--- config.mk ---
export PLATFORM = sky130hd
export DESIGN_NAME = axi_rd_arbiter
export DESIGN_NICKNAME = d
export VERILOG_FILES = /design/src/rtl/axi_rd_arbiter.sv
export SDC_FILE = /design/constraint.sdc
export NUM_CORES = 1
export LEC_CHECK = 0
export CAP_MARGIN = 20
export CORE_ASPECT_RATIO = 1.1
export CORE_MARGIN = 2
export CORE_UTILIZATION = 35
export CTS_BUF_LIST = sky130_fd_sc_hd__clkbuf_4
export DETAILED_ROUTE_END_ITERATION = 10
export PLACE_DENSITY = 0.88
export SYNTH_ARGS = -nofsm -noshare
export SYNTH_HDL_FRONTEND = slang
export SYNTH_SLANG_ARGS = --single-unit
--- constraint.sdc ---
create_clock -name clk -period 4.4 [get_ports clk]
set_clock_uncertainty 0.2 [all_clocks]
set_input_delay 0.44 -clock clk [delete_from_list [all_inputs] [get_ports clk]]
set_output_delay 0.44 -clock clk [all_outputs]
set_load 0.02 [all_outputs]
--- src/rtl/axi_rd_arbiter.sv ---
// Round-robin arbiter sharing one AXI read slave port between M masters, one burst in flight.
// Optional macro AXI_RD_ARB_LEN_CHECK_EN adds a sticky len_err output for RLAST/ARLEN disagreement.
module axi_rd_arbiter #(
  parameter int M          = 2,
  parameter int ID_WIDTH   = 1,
  parameter int ADDR_WIDTH = 32,
  parameter int DATA_WIDTH = 32
) (
  input  logic                     clk,
  input  logic                     clr,
  input  logic [M-1:0]             m_arvalid,
  output logic [M-1:0]             m_arready,
  input  logic [M*ID_WIDTH-1:0]    m_arid,
  input  logic [M*ADDR_WIDTH-1:0]  m_araddr,
  input  logic [M*4-1:0]           m_arlen,
  input  logic [M*3-1:0]           m_arsize,
  input  logic [M*2-1:0]           m_arburst,
  output logic                     s_arvalid,
  input  logic                     s_arready,
  output logic [ID_WIDTH-1:0]      s_arid,
  output logic [ADDR_WIDTH-1:0]    s_araddr,
  output logic [3:0]               s_arlen,
  output logic [2:0]               s_arsize,
  output logic [1:0]               s_arburst,
  input  logic                     s_rvalid,
  output logic                     s_rready,
  input  logic [DATA_WIDTH-1:0]    s_rdata,
  input  logic [1:0]               s_rresp,
  input  logic                     s_rlast,
  input  logic [ID_WIDTH-1:0]      s_rid,
  output logic [M-1:0]             m_rvalid,
  input  logic [M-1:0]             m_rready,
  output logic [DATA_WIDTH-1:0]    m_rdata,
  output logic [1:0]               m_rresp,
  output logic                     m_rlast,
  output logic [ID_WIDTH-1:0]      m_rid,
  output logic [M-1:0]             grant,
  output logic                     busy
`ifdef AXI_RD_ARB_LEN_CHECK_EN
  ,
  output logic                     len_err
`endif
);

  localparam int IDX_W = (M > 1) ? $clog2(M) : 1;

  typedef enum logic [1:0] {IDLE, ADDR, DATA} state_t;

  state_t             state, state_nxt;
  logic [IDX_W-1:0]   gnt_idx, rr_ptr, win_idx, cand;
  logic               win_found;
  int                 idx_scan;
  logic [M-1:0]       grant_r;
  logic [ID_WIDTH-1:0]   ar_id;
  logic [ADDR_WIDTH-1:0] ar_addr;
  logic [3:0]         ar_len;
  logic [2:0]         ar_size;
  logic [1:0]         ar_burst;
  logic               r_hs;

  // Round-robin search starting at rr_ptr; the first requester found wins.
  always_comb begin
    win_found = 1'b0;
    win_idx   = '0;
    idx_scan  = 0;
    cand      = '0;
    for (int k = 0; k < M; k++) begin
      idx_scan = (int'(rr_ptr) + k) % M;
      cand     = IDX_W'(idx_scan);
      if (!win_found && m_arvalid[cand]) begin
        win_found = 1'b1;
        win_idx   = cand;
      end
    end
  end

  // Handshake outputs are held low while clr is asserted so a reset mid-burst accepts nothing.
  always_comb begin
    state_nxt = state;
    m_arready = '0;
    s_arvalid = 1'b0;
    s_rready  = 1'b0;
    m_rvalid  = '0;
    unique case (state)
      IDLE: begin
        if (!clr && win_found) begin
          m_arready[win_idx] = 1'b1;
          state_nxt          = ADDR;
        end
      end
      ADDR: begin
        s_arvalid = !clr;
        if (s_arready) state_nxt = DATA;
      end
      DATA: begin
        s_rready          = !clr && m_rready[gnt_idx];
        m_rvalid[gnt_idx] = !clr && s_rvalid;
        if (s_rvalid && s_rready && s_rlast) state_nxt = IDLE;
      end
      default: state_nxt = IDLE;
    endcase
  end

  assign r_hs = (state == DATA) && s_rvalid && s_rready;

  always_ff @(posedge clk) begin
    if (clr) begin
      state    <= IDLE;
      rr_ptr   <= '0;
      gnt_idx  <= '0;
      grant_r  <= '0;
      ar_id    <= '0;
      ar_addr  <= '0;
      ar_len   <= '0;
      ar_size  <= '0;
      ar_burst <= '0;
    end else begin
      state <= state_nxt;
      if (state == IDLE && win_found) begin
        gnt_idx  <= win_idx;
        grant_r  <= {{(M-1){1'b0}}, 1'b1} << win_idx;
        ar_id    <= m_arid[win_idx*ID_WIDTH +: ID_WIDTH];
        ar_addr  <= m_araddr[win_idx*ADDR_WIDTH +: ADDR_WIDTH];
        ar_len   <= m_arlen[win_idx*4 +: 4];
        ar_size  <= m_arsize[win_idx*3 +: 3];
        ar_burst <= m_arburst[win_idx*2 +: 2];
      end
      if (r_hs && s_rlast) begin
        grant_r <= '0;
        rr_ptr  <= (gnt_idx == IDX_W'(M-1)) ? '0 : gnt_idx + IDX_W'(1);
      end
    end
  end

`ifdef AXI_RD_ARB_LEN_CHECK_EN
  logic [4:0] beat_cnt;
  logic       len_err_r;

  // A beat is wrong exactly when RLAST disagrees with "this is beat number ARLEN".
  always_ff @(posedge clk) begin
    if (clr) begin
      beat_cnt  <= '0;
      len_err_r <= 1'b0;
    end else if (state == ADDR && s_arready) begin
      beat_cnt <= '0;
    end else if (r_hs) begin
      beat_cnt <= beat_cnt + 5'd1;
      if (s_rlast != (beat_cnt == {1'b0, ar_len})) len_err_r <= 1'b1;
    end
  end

  assign len_err = len_err_r;
`endif

  assign s_arid    = ar_id;
  assign s_araddr  = ar_addr;
  assign s_arlen   = ar_len;
  assign s_arsize  = ar_size;
  assign s_arburst = ar_burst;
  assign m_rdata   = s_rdata;
  assign m_rresp   = s_rresp;
  assign m_rlast   = s_rlast;
  assign m_rid     = s_rid;
  assign grant     = grant_r;
  assign busy      = (state != IDLE);

endmodule

# After elaboration in Yosys (flattened, before gate mapping)
# Cells that the tools add are included.
# word_totals
input_bits	128
ff_bits	48
out_inout_bits	87
# op_classes
n_lt_le_gt_ge	6
bitwise_logic	1
multipliers	1
n_shift	6
n_eq_ne	5
reduce_logical	18
add_sub_neg	2
n_mux	24
# op_table
cell	n
indexed part select 64 x 7 -> 32 bit	1
2-to-1 mux 1 bit	15
logical AND 1 bit	12
2-to-1 mux 2 bit	6
< comparator 1 x 2 -> 1 bit, second input constant	4
indexed part select 8 x 4 -> 4 bit	1
inequality test 2 bit, second input constant	3
case mux 2 bit (3 select lines)	1
indexed part select 6 x 4 -> 3 bit	1
indexed part select 4 x 3 -> 2 bit	1
multiplier 1 x 2 -> 3 bit, second input constant	1
AND reduction 3 bit	1
adder 1 bit, second input constant	2
bitwise AND 2 bit	1
demux 1 bit (select 1 bit)	2
equality test 2 x 1 -> 1 bit, second input constant	1
equality test 2 bit, second input constant	1
greater-or-equal comparator 1 bit, second input constant	2
zero test 1 bit	2
zero test 2 bit	1
nonzero test 2 bit	1
OR reduction 2 bit	1
indexed part select 2 x 2 -> 1 bit	1
<< shifter 1 x 1 -> 2 bit, first input constant	1

# Depth between registers and ports, before layout
# Gate-level depths: netlist of run 1.
# logic_depth
ltp_word	12
depth_mapped	6

# Worst setup path before layout of run 1
# OpenSTA, ideal clock, no wires.
# synth_timing
kind	input to output
startpoint	input port clr
endpoint	output port m_rvalid[1]
t_arrival_ps	1637
n_path_buf	2
path_stages	3
path_slack_ps	2123
t_required_ps	3760
path_cell_list	clkbuf_1 -> clkbuf_1 -> nor4b_1
# synth_via
elab_chain_len	4
# synth_rtl
element	line_no	text
from (decl)	10	input logic clr,
zero test 1 bit	97	m_rvalid[gnt_idx] = !clr && s_rvalid;
logical AND 1 bit	97	
bitwise AND 2 bit (no source line)	--	
2-to-1 mux 2 bit	84	unique case (state)
to (decl)	31	output logic [M-1:0] m_rvalid,
# No other way between the ends.

# Final worst setup path of run 1
# layout_timing
startpoint	input port clr
endpoint	output port m_arready[1]
# layout_via
elab_chain_len	4
# layout_rtl
element	line_no	text
zero test 1 bit	86	if (!clr && win_found) begin
logical AND 1 bit	86	
2-to-1 mux 2 bit	86	
2-to-1 mux 2 bit	84	
to (decl)	12	output logic [M-1:0] m_arready,
# No other way between the ends.

==> results.toml, run 1 <==
[run_status]
outcome = "completed"

[die]
ioPinCount = 215
die-area_um2 = 7820
rows = 32
coreArea_um2 = 6970
die_x_um = 84.5
chipHeight_um = 92.6
start_util_pct = 35.8

[drt]
vias_per_cell = 5.39
vias = 2392
drt_iter0_markers = 80
drtPass1Iterations = 4
routed_wl_um = 7340
ant_nets = 0
post_drt_wl_per_cell_um = 16.5
drcViolationCount = 0

[clock_tree]
htreeDepth = 2
cts_tree = "yes"
cts_resized = 0
clkTransAtPathRegs_ns = 0.13
cts.sinks = 48
clockBufferDepth = 2
post_cts_buffers = 0
cts_made_buffers = 5
cts-root-buf = "clkbuf_4"
postCtsHoldBufs = 0
clk_latency_ns = 0.35

[power]
seq_power_share_pct = 45.0
leakage_nw = 1.31
p_sw_uw = 328
sw_frac_of_total_pct = 29.5
clkPwrFrac_pct = 23.6
ir_drop_uv = 166
combPwrFrac_pct = 31.5
powerDensity_nw_per_um2 = 299
power.internal_uw = 786

[sta]
setup-violations-final = 0
finalMaxSlewViolations = 0
max_freq_ghz = 0.302
period_needed_ns = 3.31
hold_violations = 0
worst_slew_pin_slew_ns = 1.02
setup_ws_ns = 1.09
fin_crit_sh_pct = 75.3
finalSetupTns_ns = 0
max_slew_margin_pct = 31.9
rsz0062_at_grt = "false"

[synthesis]
synth_flop_cell = "dfxtp_1"
yosysMostFrequentCell = "dfxtp_1"
synth_area_leader_cell = "dfxtp_1"
synth_seq_cells = 48
synthDominantCellAreaShare_pct = 38.5
seq_area_frac_synth_pct = 38.5
syn_inst = 267
syn-num-nets = 395
async_flop_share_pct = 0
ys_top_cells_by_count = "48 x dfxtp_1, 43 x inv_1, 42 x a211oi_1, 36 x a221o_1, 36 x buf_4"
synth_cell_type_count = 30
synth_edf_count = 0
synth.area.top_cells = "dfxtp_1 39%, a221o_1 14%, a211oi_1 13%"
yosysWarnings = 0
syn_area_um2 = 2490
syn_area_per_cell_um2 = 9.34

[worst_setup_path]
path_class = "in2out"
worstPathBufferInverterCount = 2
crit_path_start_kind = "primary input"
path_cells = "buf_2, and4b_2, clkdlybuf4s50_1"
critPathCaptureType = "output port"
reg2reg_depth = 4
cp_max_fo = 56
rrSetupSlack_ns = 2.35
rr_startpoint = "state[0]$_SDFFE_PP0P_"
worstPathArrival_ns = 2.67
cpMaxStageDelayCell = "and4b_2"
r2r_end = "s_araddr[22]$_SDFFE_PP0P_"
cp.depth = 3
cp_top_family = "buffers and inverters"
max_stage_delay_ns = 1.04
cp.required_ns = 3.76

[job]
maxCapViolCount = 0

[hold_path]
min_from = "grant[0]$_SDFFE_PP0P_"
whs_path_depth = 2
holdPathEnd = "grant[0]$_SDFFE_PP0P_"
hp-class = "reg2reg"

[global_routing]
grt_remaining_overflow = 0
grt_pass1_wl_um = 11200
grt_pass1_vias = 2374
antenna_found_initial = 0
grt_max_degree = 57
grtUsageTotal_pct = 17.6

[finish]
nets = 486
seqCellArea_um2 = 961
layout-drive-gt1-share_pct = 6.41
multi_input_area_um2 = 967
n_fill_cell = 637
syn2layout_area_growth_pct = 49.4
diodes = 0

[place]
dp_hpwl_um = 5140
routabilityCongestion = 0.750
post-place-ws_ns = 1.07
port_buffers = 144
==> cell usage in the layout, fill, tap and decap left out, types with 2 or more instances in the layout <==
cell | netlist | routed
nor2_1 | 3 | 2
nand2b_1 | 2 | 2
a221o_2 | 6 | 6
nor3_1 | 3 | 3
a221o_1 | 36 | 36
buf_4 | 36 | 2
nand3b_1 | 2 | 2
a21oi_1 | 3 | 3
dfxtp_1 | 48 | 48
nor4_1 | 2 | 2
clkbuf_4 | 0 | 5
inv_1 | 43 | 43
a211oi_1 | 42 | 42
clkdlybuf4s50_1 | 0 | 143
==> worst register-to-register path, cell delays in order (launching register included) <==
cell      delay [ns]
dfxtp_1         0.43
or3b_4          0.44
a211oi_4        0.21
buf_4           0.46
a221o_1         0.25
==> logic make-up after synthesis <==
family / share of synthesized area [%]
compound gates: 32.5
simple gates: 5.07
mux: 0.853
flops: 38.5
buf+inv: 23.1
==> registers in the layout, summed over array words and instances, names as in the netlist <==
| name | count |
|---|---|
| s_arsize | 3 |
| gnt_idx | 1 |
| grant | 2 |
| s_arburst | 2 |
| state | 2 |
| s_arid | 1 |
| s_arlen | 4 |
| s_araddr | 32 |
| rr_ptr | 1 |
==> metrics by stage <==
stage	util (%)	power, mW	instance area, um2	instances	hold slack, ns
2_1_floorplan	-	0.721	2490	267	0.300
3_3_place_gp	52.4	0.854	3650	436	0.314
3_5_place_dp	52.4	0.861	3650	436	0.319
4_1_cts	53.5	1.13	3730	444	0.343
5_1_grt	53.5	1.17	3730	444	0.355
6_report	53.5	1.11	3730	444	0.341
==> power groups by stage <==
stage	logic, mW	clock network [mW]	registers, mW
after floorplan	0.167	0	0.554
after global placement	0.345	0	0.509
after detailed placement	0.351	0	0.510
after CTS	0.352	0.274	0.501
after global routing	0.372	0.290	0.508
final	0.351	0.263	0.501
==> worst max-delay path by stage <==
stage                     from           end  slack (ns)
after floorplan            clr   m_rvalid[1]        2.12
after global placement     clr  m_arready[1]        1.11
after detailed placement   clr  m_arready[1]        1.07
after CTS                  clr  m_arready[1]        1.07
after global routing       clr  m_arready[1]         1.0
final                      clr  m_arready[1]        1.09
==> layer usage <==
layer | up-vias | wire (um) | track usage (%)
li1 | 1126 | - | -
met1 | 1119 | 2820 | 19.8
met2 | 125 | 3790 | 31.1
met3 | 22 | 536 | 4.72
met4 | 0 | 196 | 7.67
met5 | - | 0 | 0
==> layout make-up <==
class | count | area share [%]
repair buffers | 146 | 38.9
clock inverters | 3 | 1.14
well taps | 85 | 2.85
flip-flops and latches | 48 | 25.8
inverters | 43 | 4.33
multi-input cells | 114 | 25.9
clock buffers | 5 | 1.01
Note: power is estimated with default switching activity, not from simulation.
==> run 2, diff against run 1 <==
--- a/config.mk
+++ b/config.mk
@@ -8,10 +8,10 @@
 export CAP_MARGIN = 20
 export CORE_ASPECT_RATIO = 1.1
 export CORE_MARGIN = 2
-export CORE_UTILIZATION = 35
+export CORE_UTILIZATION = 30
 export CTS_BUF_LIST = sky130_fd_sc_hd__clkbuf_4
 export DETAILED_ROUTE_END_ITERATION = 10
-export PLACE_DENSITY = 0.88
+export PLACE_DENSITY = 0.8
 export SYNTH_ARGS = -nofsm -noshare
 export SYNTH_HDL_FRONTEND = slang
 export SYNTH_SLANG_ARGS = --single-unit
==> constraint.sdc (replaced) <==
create_clock -name clk -period 2.8 [get_ports clk]
set_clock_uncertainty 0.2 [all_clocks]
set_input_delay 0.28 -clock clk [delete_from_list [all_inputs] [get_ports clk]]
set_output_delay 0.28 -clock clk [all_outputs]
set_load 0.02 [all_outputs]
==> run 2 against run 1 <==
  * Cell count increased by 5.9%
  * First-iteration DRC count increased by 25%
  * Sequential power is 58% higher
  * Via count fell by 0.33%
  * Largest cell class unchanged
  * Critical endpoint is now m_arready[0]
  * Global-route usage fell by 1.1 points
  * Highest routed layer unchanged
  * Hold slack worse by 0.074 ns
  * Design area increased by 1.7%
  * Non-clock buffer count up 3
  * Critical path depth unchanged
==> results.toml, run 2 (synthesis results as in run 1) <==
[global_routing]
antenna_found_initial = 0
grtUsageTotal_pct = 16.5
grt_pass1_wl_um = 12300
grt_remaining_overflow = 0
grt_max_degree = 48
grt_pass1_vias = 2461

[hold_path]
min_from = "clr"
hp-class = "in2reg"
whs_path_depth = 2
holdPathEnd = "state[1]$_SDFFE_PP0P_"

[power]
clkPwrFrac_pct = 24.2
sw_frac_of_total_pct = 29.7
seq_power_share_pct = 44.4
leakage_nw = 1.33
p_sw_uw = 529
ir_drop_uv = 159
combPwrFrac_pct = 31.4
power.internal_mw = 1.25
powerDensity_nw_per_um2 = 469

[drt]
routed_wl_um = 7820
topRoutingLayerUsed = "met4"
wl_met2_um = 4040
wl_met3_um = 512
wl_met1_um = 3110
vias = 2384
ant_nets = 0
post_drt_wl_per_cell_um = 16.6
drt_iter0_markers = 100
drtPass1Iterations = 4
vias_per_cell = 5.07
drcViolationCount = 0

[finish]
layout-drive-gt1-share_pct = 7.18
seqCellArea_um2 = 961
final_common_cell = "clkdlybuf4s50_1"
final_cell_mix = "143 x clkdlybuf4s50_1, 48 x dfxtp_1, 43 x inv_1"
syn2layout_area_growth_pct = 52.0
multi_input_area_um2 = 967
largest_reg_flops = 32
n_fill_cell = 768
nets = 489
diodes = 0

[die]
start_util_pct = 31.2
die-area_um2 = 9060
chipHeight_um = 99.6
rows = 34
ioPinCount = 215
coreArea_um2 = 8000
die_x_um = 91.0

[sta]
finalSetupTns_ns = 0
max_freq_ghz = 0.394
hold_violations = 0
fin_crit_sh_pct = 90.7
finalMaxSlewViolations = 0
worst_slew_pin_slew_ns = 0.706
max_slew_margin_pct = 52.9
period_needed_ns = 2.54
setup-violations-final = 0
rsz0062_at_grt = "false"
setup_ws_ns = 0.261

[worst_setup_path]
cp_max_fo = 9
r2r_end = "s_araddr[3]$_SDFFE_PP0P_"
rr_startpoint = "state[0]$_SDFFE_PP0P_"
rrSetupSlack_ns = 0.76
critPathCaptureType = "output port"
path_cells = "or3b_4, a211oi_4, clkdlybuf4s50_1"
worstPathArrival_ns = 2.06
crit_path_start_kind = "flop"
cp.required_ns = 2.32
path_class = "reg2out"
cpMaxStageDelayCell = "clkdlybuf4s50_1"
max_stage_delay_ns = 0.65
critical_path.startpoint = "state[0]$_SDFFE_PP0P_"
reg2reg_depth = 4

[clock_tree]
cts_tree = "yes"
htreeDepth = 2
post_cts_buffers = 0
clkTransAtPathRegs_ns = 0.14
cts-root-buf = "clkbuf_4"
postCtsHoldBufs = 0
cts.sinks = 48
cts_made_buffers = 5
clockBufferDepth = 2
cts_resized = 0
clk_latency_ns = 0.36

[place]
post-place-ws_ns = 0.276
routabilityCongestion = 0.759
dp_hpwl_um = 5470
port_buffers = 144

[run_status]
outcome = "completed"

[job]
maxCapViolCount = 0
==> run 2: cell types whose count changed in the layout (fill, tap and decap cells not counted) <==
cell	previous run	this run
buf_4	2	4
buf_12	0	1
clkbuf_4	5	6
clkinvlp_4	1	0
==> run 2: final cells by class <==
type / count / area share (%)
clock inverters: 2 / 0.924
flip-flops and latches: 48 / 25.3
inverters: 43 / 4.26
clock buffers: 6 / 1.19
well taps: 108 / 3.56
repair buffers: 149 / 39.2
multi-input cells: 114 / 25.5
==> run 2: worst max-delay path by stage <==
stage                    to  slack (ns)  cells after the start
2_1_floorplan   m_rvalid[1]        0.84                      3
3_3_place_gp   m_arready[0]        0.30                      4
3_5_place_dp   m_arready[0]        0.28                      4
4_1_cts        m_arready[0]        0.23                      3
5_1_grt        m_arready[0]        0.16                      3
6_report       m_arready[0]        0.26                      3
==> run 2: through the flow <==
stage	total power, mW	hold WS [ns]	area, um2	utilization, %	std cells
after floorplan	1.13	0.198	2490	-	267
after global routing	1.86	0.284	3790	47.4	470
after global placement	1.35	0.308	3710	46.4	462
after CTS	1.80	0.253	3790	47.4	470
after detailed placement	1.36	0.343	3710	46.4	462
final	1.78	0.267	3790	47.4	470
==> run 2: power by group through the flow <==
stage | combinational (mW) | sequential, mW | clock, mW
floorplan | 0.262 | 0.871 | 0
global placement | 0.548 | 0.802 | 0
global route | 0.593 | 0.799 | 0.469
CTS | 0.561 | 0.790 | 0.453
detailed placement | 0.559 | 0.804 | 0
finish | 0.559 | 0.790 | 0.431
==> run 2: critical path, delay by kind of cell (launching register included) <==
| family | cells | cell delay (ns) |
|---|---|---|
| compound gates | 1 | 0.19 |
| buf+inv | 1 | 0.65 |
| flops | 1 | 0.44 |
| simple gates | 1 | 0.43 |
==> run 2: layer usage <==
layer | vias to the layer above | global-route usage (%)
met3 | 22 | 3.41
li1 | 1135 | -
met1 | 1118 | 18.5
met5 | - | 0
met4 | 0 | 6.18
met2 | 109 | 30.5
